**config.mk**
```make
export PLATFORM = sky130hd
export DESIGN_NAME = spi_fpga_regif_flat
export DESIGN_NICKNAME = d
export VERILOG_FILES = /design/src/rtl/spi_fpga_regif_if.sv /design/src/rtl/spi_fpga_regif.sv /design/src/flat_wrapper.sv
export SDC_FILE = /design/constraint.sdc
export NUM_CORES = 1
export LEC_CHECK = 0
export ABC_AREA = 1
export ABC_CLOCK_PERIOD_IN_PS = 2700
export BUFFER_PORTS_ARGS = -buffer_cell sky130_fd_sc_hd__buf_2
export CAP_MARGIN = 20
export CORE_MARGIN = 4
export CORE_UTILIZATION = 50
export CTS_CLUSTER_DIAMETER = 30
export DETAILED_ROUTE_END_ITERATION = 10
export HOLD_SLACK_MARGIN = 0.08
export PLACE_DENSITY = 0.71
export SLEW_MARGIN = 20
export SYNTH_ARGS = -nofsm -noshare
export SYNTH_HDL_FRONTEND = slang
export SYNTH_SLANG_ARGS = --single-unit
export TNS_END_PERCENT = 50
```
**constraint.sdc**
```tcl
create_clock -name clk -period 2.7 [get_ports clk]
set_input_delay 0 -clock clk [delete_from_list [all_inputs] [get_ports clk]]
set_output_delay 0 -clock clk [all_outputs]
set_load 0.01 [all_outputs]
```
**src/rtl/spi_fpga_regif_if.sv**
```systemverilog
// Bundle of the SPI pins and the internal register bus seen by spi_fpga_regif.
// The slave modport is the register-interface block's view; master is the
// view of whatever drives the SPI pins and serves the register bus.
interface spi_fpga_regif_if #(
    parameter int ADDR_W = 7,
    parameter int DATA_W = 8
);
    logic              spi_sck;
    logic              fpga_cs;
    logic              fpga_mosi;
    logic              fpga_miso;
    logic [ADDR_W-1:0] reg_addr;
    logic [DATA_W-1:0] reg_wdata;
    logic              reg_wr;
    logic              reg_rd;
    logic [DATA_W-1:0] reg_rdata;
    logic              busy;
    logic              frame_err;

    modport slave (
        input  spi_sck,
        input  fpga_cs,
        input  fpga_mosi,
        output fpga_miso,
        output reg_addr,
        output reg_wdata,
        output reg_wr,
        output reg_rd,
        input  reg_rdata,
        output busy,
        output frame_err
    );

    modport master (
        output spi_sck,
        output fpga_cs,
        output fpga_mosi,
        input  fpga_miso,
        input  reg_addr,
        input  reg_wdata,
        input  reg_wr,
        input  reg_rd,
        output reg_rdata,
        input  busy,
        input  frame_err
    );
endinterface

```
**src/rtl/spi_fpga_regif.sv**
```systemverilog
// SPI mode-0 slave on the FPGA leg of the board SPI mux. SCK/CS/MOSI are
// oversampled in the system clock domain and fixed-length frames
// {R/W, address, data} are turned into one-clock register strobes.
module spi_fpga_regif #(
    parameter int ADDR_W      = 7,
    parameter int DATA_W      = 8,
    parameter int SYNC_STAGES = 2
) (
    input  logic clk,
    input  logic rst,
    spi_fpga_regif_if.slave bus
);
    localparam int FL = 1 + ADDR_W + DATA_W;
    localparam int CW = $clog2(FL + 1);
    // Shift register only needs to hold the longer of command and data field
    localparam int SW = (ADDR_W + 1 > DATA_W) ? ADDR_W + 1 : DATA_W;
    localparam logic [CW-1:0] CMD_LEN = CW'(ADDR_W + 1);
    localparam logic [CW-1:0] FL_LEN  = CW'(FL);

    localparam logic [1:0] ST_IDLE = 2'd0;
    localparam logic [1:0] ST_CMD  = 2'd1;
    localparam logic [1:0] ST_DATA = 2'd2;
    localparam logic [1:0] ST_DONE = 2'd3;

    logic [SYNC_STAGES-1:0] sck_sync_q, cs_sync_q, mosi_sync_q;
    logic                   sck_dly_q, cs_dly_q;
    logic                   sck_s, cs_s, mosi_s;
    logic                   sck_rise, sck_fall, cs_rise, cs_fall;

    logic [1:0]        state_q, state_d;
    logic [CW-1:0]     cnt_q, cnt_d, cnt_inc;
    logic [SW-1:0]     shreg_q, shreg_d, sh_next;
    logic              rw_q, rw_d;
    logic              rd_pend_q, rd_pend_d;
    logic [DATA_W-1:0] tx_q, tx_d;
    logic              miso_q, miso_d;
    logic [ADDR_W-1:0] addr_q, addr_d;
    logic [DATA_W-1:0] wdata_q, wdata_d;
    logic              wr_q, wr_d;
    logic              rd_q, rd_d;
    logic              err_q, err_d;

    // Synchronise the SPI pins and keep one extra delayed copy for edge detect.
    // CS resets to 0 so a CS already low at reset release never looks like a
    // falling edge: the host must raise and lower it again.
    always_ff @(posedge clk or posedge rst) begin
        if (rst) begin
            sck_sync_q  <= '0;
            cs_sync_q   <= '0;
            mosi_sync_q <= '0;
            sck_dly_q   <= 1'b0;
            cs_dly_q    <= 1'b0;
        end else begin
            sck_sync_q  <= {sck_sync_q[SYNC_STAGES-2:0], bus.spi_sck};
            cs_sync_q   <= {cs_sync_q[SYNC_STAGES-2:0], bus.fpga_cs};
            mosi_sync_q <= {mosi_sync_q[SYNC_STAGES-2:0], bus.fpga_mosi};
            sck_dly_q   <= sck_sync_q[SYNC_STAGES-1];
            cs_dly_q    <= cs_sync_q[SYNC_STAGES-1];
        end
    end

    assign sck_s    = sck_sync_q[SYNC_STAGES-1];
    assign cs_s     = cs_sync_q[SYNC_STAGES-1];
    assign mosi_s   = mosi_sync_q[SYNC_STAGES-1];
    assign sck_rise = sck_s & ~sck_dly_q;
    assign sck_fall = ~sck_s & sck_dly_q;
    assign cs_rise  = cs_s & ~cs_dly_q;
    assign cs_fall  = ~cs_s & cs_dly_q;

    // Frame state machine: bit counting, strobes and MISO shifting
    always_comb begin
        state_d   = state_q;
        cnt_d     = cnt_q;
        shreg_d   = shreg_q;
        rw_d      = rw_q;
        rd_pend_d = 1'b0;
        tx_d      = tx_q;
        miso_d    = 1'b0;
        addr_d    = addr_q;
        wdata_d   = wdata_q;
        wr_d      = 1'b0;
        rd_d      = 1'b0;
        err_d     = 1'b0;
        cnt_inc   = cnt_q + CW'(1);
        sh_next   = (shreg_q << 1) | SW'(mosi_s);

        case (state_q)
            ST_IDLE: begin
                if (cs_fall) begin
                    cnt_d   = '0;
                    shreg_d = '0;
                    state_d = ST_CMD;
                end
            end
            ST_CMD: begin
                if (sck_rise) begin
                    shreg_d = sh_next;
                    cnt_d   = cnt_inc;
                    if (cnt_inc == CMD_LEN) begin
                        addr_d    = sh_next[ADDR_W-1:0];
                        rw_d      = sh_next[ADDR_W];
                        rd_d      = sh_next[ADDR_W];
                        rd_pend_d = sh_next[ADDR_W];
                        state_d   = ST_DATA;
                    end
                end
                // The edge above is counted first; a command phase can never
                // complete a frame, so CS high here always aborts.
                if (cs_rise) begin
                    rd_pend_d = 1'b0;
                    err_d     = 1'b1;
                    state_d   = ST_IDLE;
                end
            end
            ST_DATA: begin
                if (rw_q) begin
                    miso_d = miso_q;
                    if (rd_pend_q) begin
                        tx_d   = bus.reg_rdata;
                        miso_d = bus.reg_rdata[DATA_W-1];
                    end else if (sck_fall && cnt_q != CMD_LEN) begin
                        // The fall right after the last command bit keeps
                        // the MSB on the line for the first data rise.
                        tx_d   = tx_q << 1;
                        miso_d = tx_q[DATA_W-2];
                    end
                end
                if (sck_rise) begin
                    shreg_d = sh_next;
                    cnt_d   = cnt_inc;
                    if (cnt_inc == FL_LEN) begin
                        miso_d  = 1'b0;
                        state_d = ST_DONE;
                        if (!rw_q) begin
                            wr_d    = 1'b1;
                            wdata_d = sh_next[DATA_W-1:0];
                        end
                    end
                end
                if (cs_rise && !(sck_rise && cnt_inc == FL_LEN)) begin
                    wr_d    = 1'b0;
                    err_d   = 1'b1;
                    miso_d  = 1'b0;
                    state_d = ST_IDLE;
                end
            end
            default: begin
                if (cs_s) begin
                    state_d = ST_IDLE;
                end
            end
        endcase
    end

    // State and output registers
    always_ff @(posedge clk or posedge rst) begin
        if (rst) begin
            state_q   <= ST_IDLE;
            cnt_q     <= '0;
            shreg_q   <= '0;
            rw_q      <= 1'b0;
            rd_pend_q <= 1'b0;
            tx_q      <= '0;
            miso_q    <= 1'b0;
            addr_q    <= '0;
            wdata_q   <= '0;
            wr_q      <= 1'b0;
            rd_q      <= 1'b0;
            err_q     <= 1'b0;
        end else begin
            state_q   <= state_d;
            cnt_q     <= cnt_d;
            shreg_q   <= shreg_d;
            rw_q      <= rw_d;
            rd_pend_q <= rd_pend_d;
            tx_q      <= tx_d;
            miso_q    <= miso_d;
            addr_q    <= addr_d;
            wdata_q   <= wdata_d;
            wr_q      <= wr_d;
            rd_q      <= rd_d;
            err_q     <= err_d;
        end
    end

    assign bus.fpga_miso = miso_q;
    assign bus.reg_addr  = addr_q;
    assign bus.reg_wdata = wdata_q;
    assign bus.reg_wr    = wr_q;
    assign bus.reg_rd    = rd_q;
    assign bus.busy      = (state_q != ST_IDLE);
    assign bus.frame_err = err_q;
endmodule

```
**src/flat_wrapper.sv**
```systemverilog
// flat-port wrapper written by rule: the top's interface ports become plain ports
module spi_fpga_regif_flat 
#(
    parameter int ADDR_W      = 7,
    parameter int DATA_W      = 8,
    parameter int SYNC_STAGES = 2
)
  (clk, rst, bus_spi_sck, bus_fpga_cs, bus_fpga_mosi, bus_fpga_miso, bus_reg_addr, bus_reg_wdata, bus_reg_wr, bus_reg_rd, bus_reg_rdata, bus_busy, bus_frame_err);
  spi_fpga_regif_if #(.ADDR_W(ADDR_W), .DATA_W(DATA_W)) bus_i ();
  input  logic clk;
  input  logic rst;
  input wire logic [$bits(bus_i.spi_sck)-1:0] bus_spi_sck;
  input wire logic [$bits(bus_i.fpga_cs)-1:0] bus_fpga_cs;
  input wire logic [$bits(bus_i.fpga_mosi)-1:0] bus_fpga_mosi;
  output wire logic [$bits(bus_i.fpga_miso)-1:0] bus_fpga_miso;
  output wire logic [$bits(bus_i.reg_addr)-1:0] bus_reg_addr;
  output wire logic [$bits(bus_i.reg_wdata)-1:0] bus_reg_wdata;
  output wire logic [$bits(bus_i.reg_wr)-1:0] bus_reg_wr;
  output wire logic [$bits(bus_i.reg_rd)-1:0] bus_reg_rd;
  input wire logic [$bits(bus_i.reg_rdata)-1:0] bus_reg_rdata;
  output wire logic [$bits(bus_i.busy)-1:0] bus_busy;
  output wire logic [$bits(bus_i.frame_err)-1:0] bus_frame_err;
  assign bus_i.spi_sck = bus_spi_sck;
  assign bus_i.fpga_cs = bus_fpga_cs;
  assign bus_i.fpga_mosi = bus_fpga_mosi;
  assign bus_fpga_miso = bus_i.fpga_miso;
  assign bus_reg_addr = bus_i.reg_addr;
  assign bus_reg_wdata = bus_i.reg_wdata;
  assign bus_reg_wr = bus_i.reg_wr;
  assign bus_reg_rd = bus_i.reg_rd;
  assign bus_i.reg_rdata = bus_reg_rdata;
  assign bus_busy = bus_i.busy;
  assign bus_frame_err = bus_i.frame_err;
  spi_fpga_regif #(.ADDR_W(ADDR_W), .DATA_W(DATA_W), .SYNC_STAGES(SYNC_STAGES)) u_core (.clk(clk), .rst(rst), .bus(bus_i));
endmodule
```
==> reports/qor.yml <==
cts:
  worst_setup_hold_path_clk_slew_ps: 90
  cts.sink_count: 50
  clock_latency_ps: 300
  h-tree-depth: 2
  cts_tree: "done"
  cts.root.buffer_cell: "sky130_fd_sc_hd__clkbuf_8"
  post_cts_resized: 0
  cts_buffer_depth: 2
  cts_buffers: 5
  post_cts.repair.setup_buffers: 0
sta:
  timing.fmax_mhz: 493
  worst-slew-pin-transition_ps: 825
  final_period_minus_worst_setup_slack_ps: 2030
  finalSetupTns_ps: 0
  max_slew_margin_pct: 44.9
  worst_slack_ps: 670
  worst_hold_slack_after_final_layout_ps: 336
  grt_setup_unrepaired: "no"
  min_period_over_period_pct: 75.2
  clock-skew-final_ps: 8.42
  final_report_setup_violation_count: 0
  report.final.slew_viol_count: 0
  final_hold_viol_count: 0
worst_setup_path:
  path_cells: "inv_1, ha_1, nand2_1, nand3_1, inv_1, nand2_1, o21ai_0"
  cp-start-kind: "register"
  critPathMaxStageDelay_ps: 410
  type_of_the_setup_path_with_the_least_slack: "register to register"
  timing.reg2reg.worst_path_depth: 7
  reg2reg_slack_ps: 670
  end_kind: "register"
  worst-path-max-fanout: 14
  timing.critical_path.buf_inv: 2
  required_arrival_time_at_the_worst_endpoint_ps: 2920
  worst_r2r_startpoint: "u_core.state_q[0]"
  timing.critical_path.slowest_stage_cell: "sky130_fd_sc_hd__dfrtp_1"
  arrival_ps: 2250
  cpLargestDelayFamily: "simple AND/OR/NAND/NOR gates"
  r2r_end: "u_core.cnt_q[0]"
grt:
  grt_antenna_before_repair: 0
  global_route.usage.total_pct: 15.7
  global_route_wire_length_before_repair_mm: 6.73
  overflow: 0
  grt_pass1_vias: 1553
  grt_start_max_net_pins: 51
finish:
  final_layout_size_suffix_gt1_share_pct: 26.8
  flow.area_growth_from_synthesis_pct: 17.1
  design.final.nets: 296
  final_design_area_no_fill_um2: 2640
  antenna_cells: 0
logic_synthesis:
  yosysSeqAreaShare_pct: 55.5
  yosysUniqueCellTypes: 25
  synth_top_cells_by_count: "50 x sky130_fd_sc_hd__dfrtp_1, 41 x sky130_fd_sc_hd__nand2_1, 36 x sky130_fd_sc_hd__inv_1"
  async_reset_ff_share_pct: 100
  syn_avg_cell_area_um2: 9.76
  ys.flop_type: "sky130_fd_sc_hd__dfrtp_1"
  ys_top_cells_by_area: "sky130_fd_sc_hd__dfrtp_1 55%, sky130_fd_sc_hd__nand2_1 6.8%, sky130_fd_sc_hd__o21ai_2 6.2%"
  ys_seq_elements: 50
  synthesis.yosys.warnings: 0
  syn_nets: 251
  post_synth_inst_count: 231
  synth-edff-count: 0
  synth_top_cell_area_share_pct: 55.5
  synth.cell_area_um2: 2250
  yosys.cell_count.top_type: "sky130_fd_sc_hd__dfrtp_1"
  synthDominantAreaCellType: "sky130_fd_sc_hd__dfrtp_1"
routing:
  route.detailed.drc: 0
  met2WireLength_mm: 1.97
  wl_per_cell_um: 12.4
  dr.first_iter.drc_count: 52
  firstDrtPassIters: 4
  antenna_violation_net_count_after_detailed_routing: 0
  met3RoutedLength_um: 200
  viasPerCell: 5.09
  drt_wl_total_mm: 4.07
  top_layer_used: "met4"
  route.layer.met1.wl_mm: 1.85
  via_count: 1668
floorplanning:
  start_util_pct: 51.8
  area_inside_the_core_boundary_um2: 4350
  die_w_um: 75.2
  fp.dieArea_um2: 5650
  die_height_um: 75.2
  row_count: 24
  io-pin-count: 33
place:
  place_worst_setup_slack_ps: 719
  placed_area_um2: 2440
  port_buffers: 32
  detailedPlacementHpwl_mm: 2.81
  routabilityCongestion: 0.793
flow_run:
  max_cap_viols: 0
min_path:
  timing.hold.worst.class: "primary input to register"
  hold_path.startpoint: "bus_fpga_mosi"
  whs_path_cells: 2
  timing.hold.worst_endpoint: "u_core.mosi_sync_q[0]"
power_and_ir_drop:
  vdd_ir_drop_max_mv: 0.410
  leakagePower_uw: 0.00133
  power_density_relative_to_cell_area_nw_per_um2: 665
run_status:
  status: "completed"
final cells by class:
type / instances / area, um^2
Tap cell: 52 / 65.1
Sequential cell: 50 / 1250
Clock buffer: 5 / 68.8
Fill cell: 374 / 1710
Clock inverter: 2 / 13.8
Inverter: 41 / 155
Timing Repair Buffer: 44 / 280
Multi-Input combinational cell: 134 / 807
routing by layer:
layer	GRT usage (%)	up-vias
li1	-	837
met1	20.2	790
met2	26.0	36
met3	4.27	5
met4	5.05	0
met5	0	-
layout by cell type (no fill, tap or decap), drive strengths merged:
cell	instances
dfrtp	50
o21ai	29
ha	7
o31ai	1
o22ai	9
nand2	48
clkinv	2
nor3	1
a21oi	3
clkbuf	5
nand3	17
dlygate4sd3	12
buf	32
nand4	5
nor2	8
o211ai	6
inv	41
sequential cells by signal, summed over array words and instances (netlist names):
signal,count
u_core.bus.fpga_miso,1
u_core.bus.frame_err,1
u_core.bus.reg_addr,7
u_core.bus.reg_rd,1
u_core.bus.reg_wdata,8
u_core.bus.reg_wr,1
u_core.cnt_q,5
u_core.cs_dly_q,1
u_core.cs_sync_q,2
u_core.mosi_sync_q,2
u_core.rd_pend_q,1
u_core.rw_q,1
u_core.sck_dly_q,1
u_core.sck_sync_q,2
u_core.shreg_q,7
u_core.state_q,2
u_core.tx_q,7
repair_timing:
| item | in CTS | in global routing |
|---|---|---|
| setup endpoints to repair | 0 | 0 |
| endpoints found under the hold margin | 61 | 0 |
| hold buffers | 12 | 0 |
worst reg2reg max path, cell delays in order (launching register included):
cell	delay, ps
sky130_fd_sc_hd__dfrtp_1	410
sky130_fd_sc_hd__inv_1	80
sky130_fd_sc_hd__ha_1	360
sky130_fd_sc_hd__nand2_1	90
sky130_fd_sc_hd__nand3_1	110
sky130_fd_sc_hd__inv_1	330
sky130_fd_sc_hd__nand2_1	330
sky130_fd_sc_hd__o21ai_0	230
worst max path at each step:
stage	end	slack [ps]	startpoint	cells past startpoint
6_report	u_core.cnt_q[0]	670	u_core.state_q[0]	7
5_1_grt	u_core.shreg_q[3]	480	u_core.state_q[0]	7
4_1_cts	u_core.cnt_q[0]	680	u_core.state_q[0]	7
3_5_place_dp	u_core.cnt_q[0]	720	u_core.state_q[0]	7
3_3_place_gp	u_core.cnt_q[0]	820	u_core.state_q[0]	7
2_1_floorplan	u_core.bus.reg_wdata[5]	1110	u_core.cnt_q[0]	11
per-stage QoR:
stage          std cells  power, uW  util (%)
2_1_floorplan        231       1230         -
3_3_place_gp         309       1330      56.0
3_5_place_dp         309       1340      56.0
4_1_cts              328       1780      60.6
5_1_grt              328       1880      60.7
6_report             328       1760      60.7
cell families after synthesis:
family          count (synthesis)  share of synthesized area, %
simple gates                   79                          17.1
buf+inv                        47                          8.71
flops                          50                          55.5
compound gates                 48                          14.8
fa+ha+maj                       7                          3.88
power by group:
group / internal [uW] / switching [uW]
Clock: 179 / 235
Sequential: 808 / 50.3
Combinational: 152 / 332
Power figures use the tool's default switching activity.
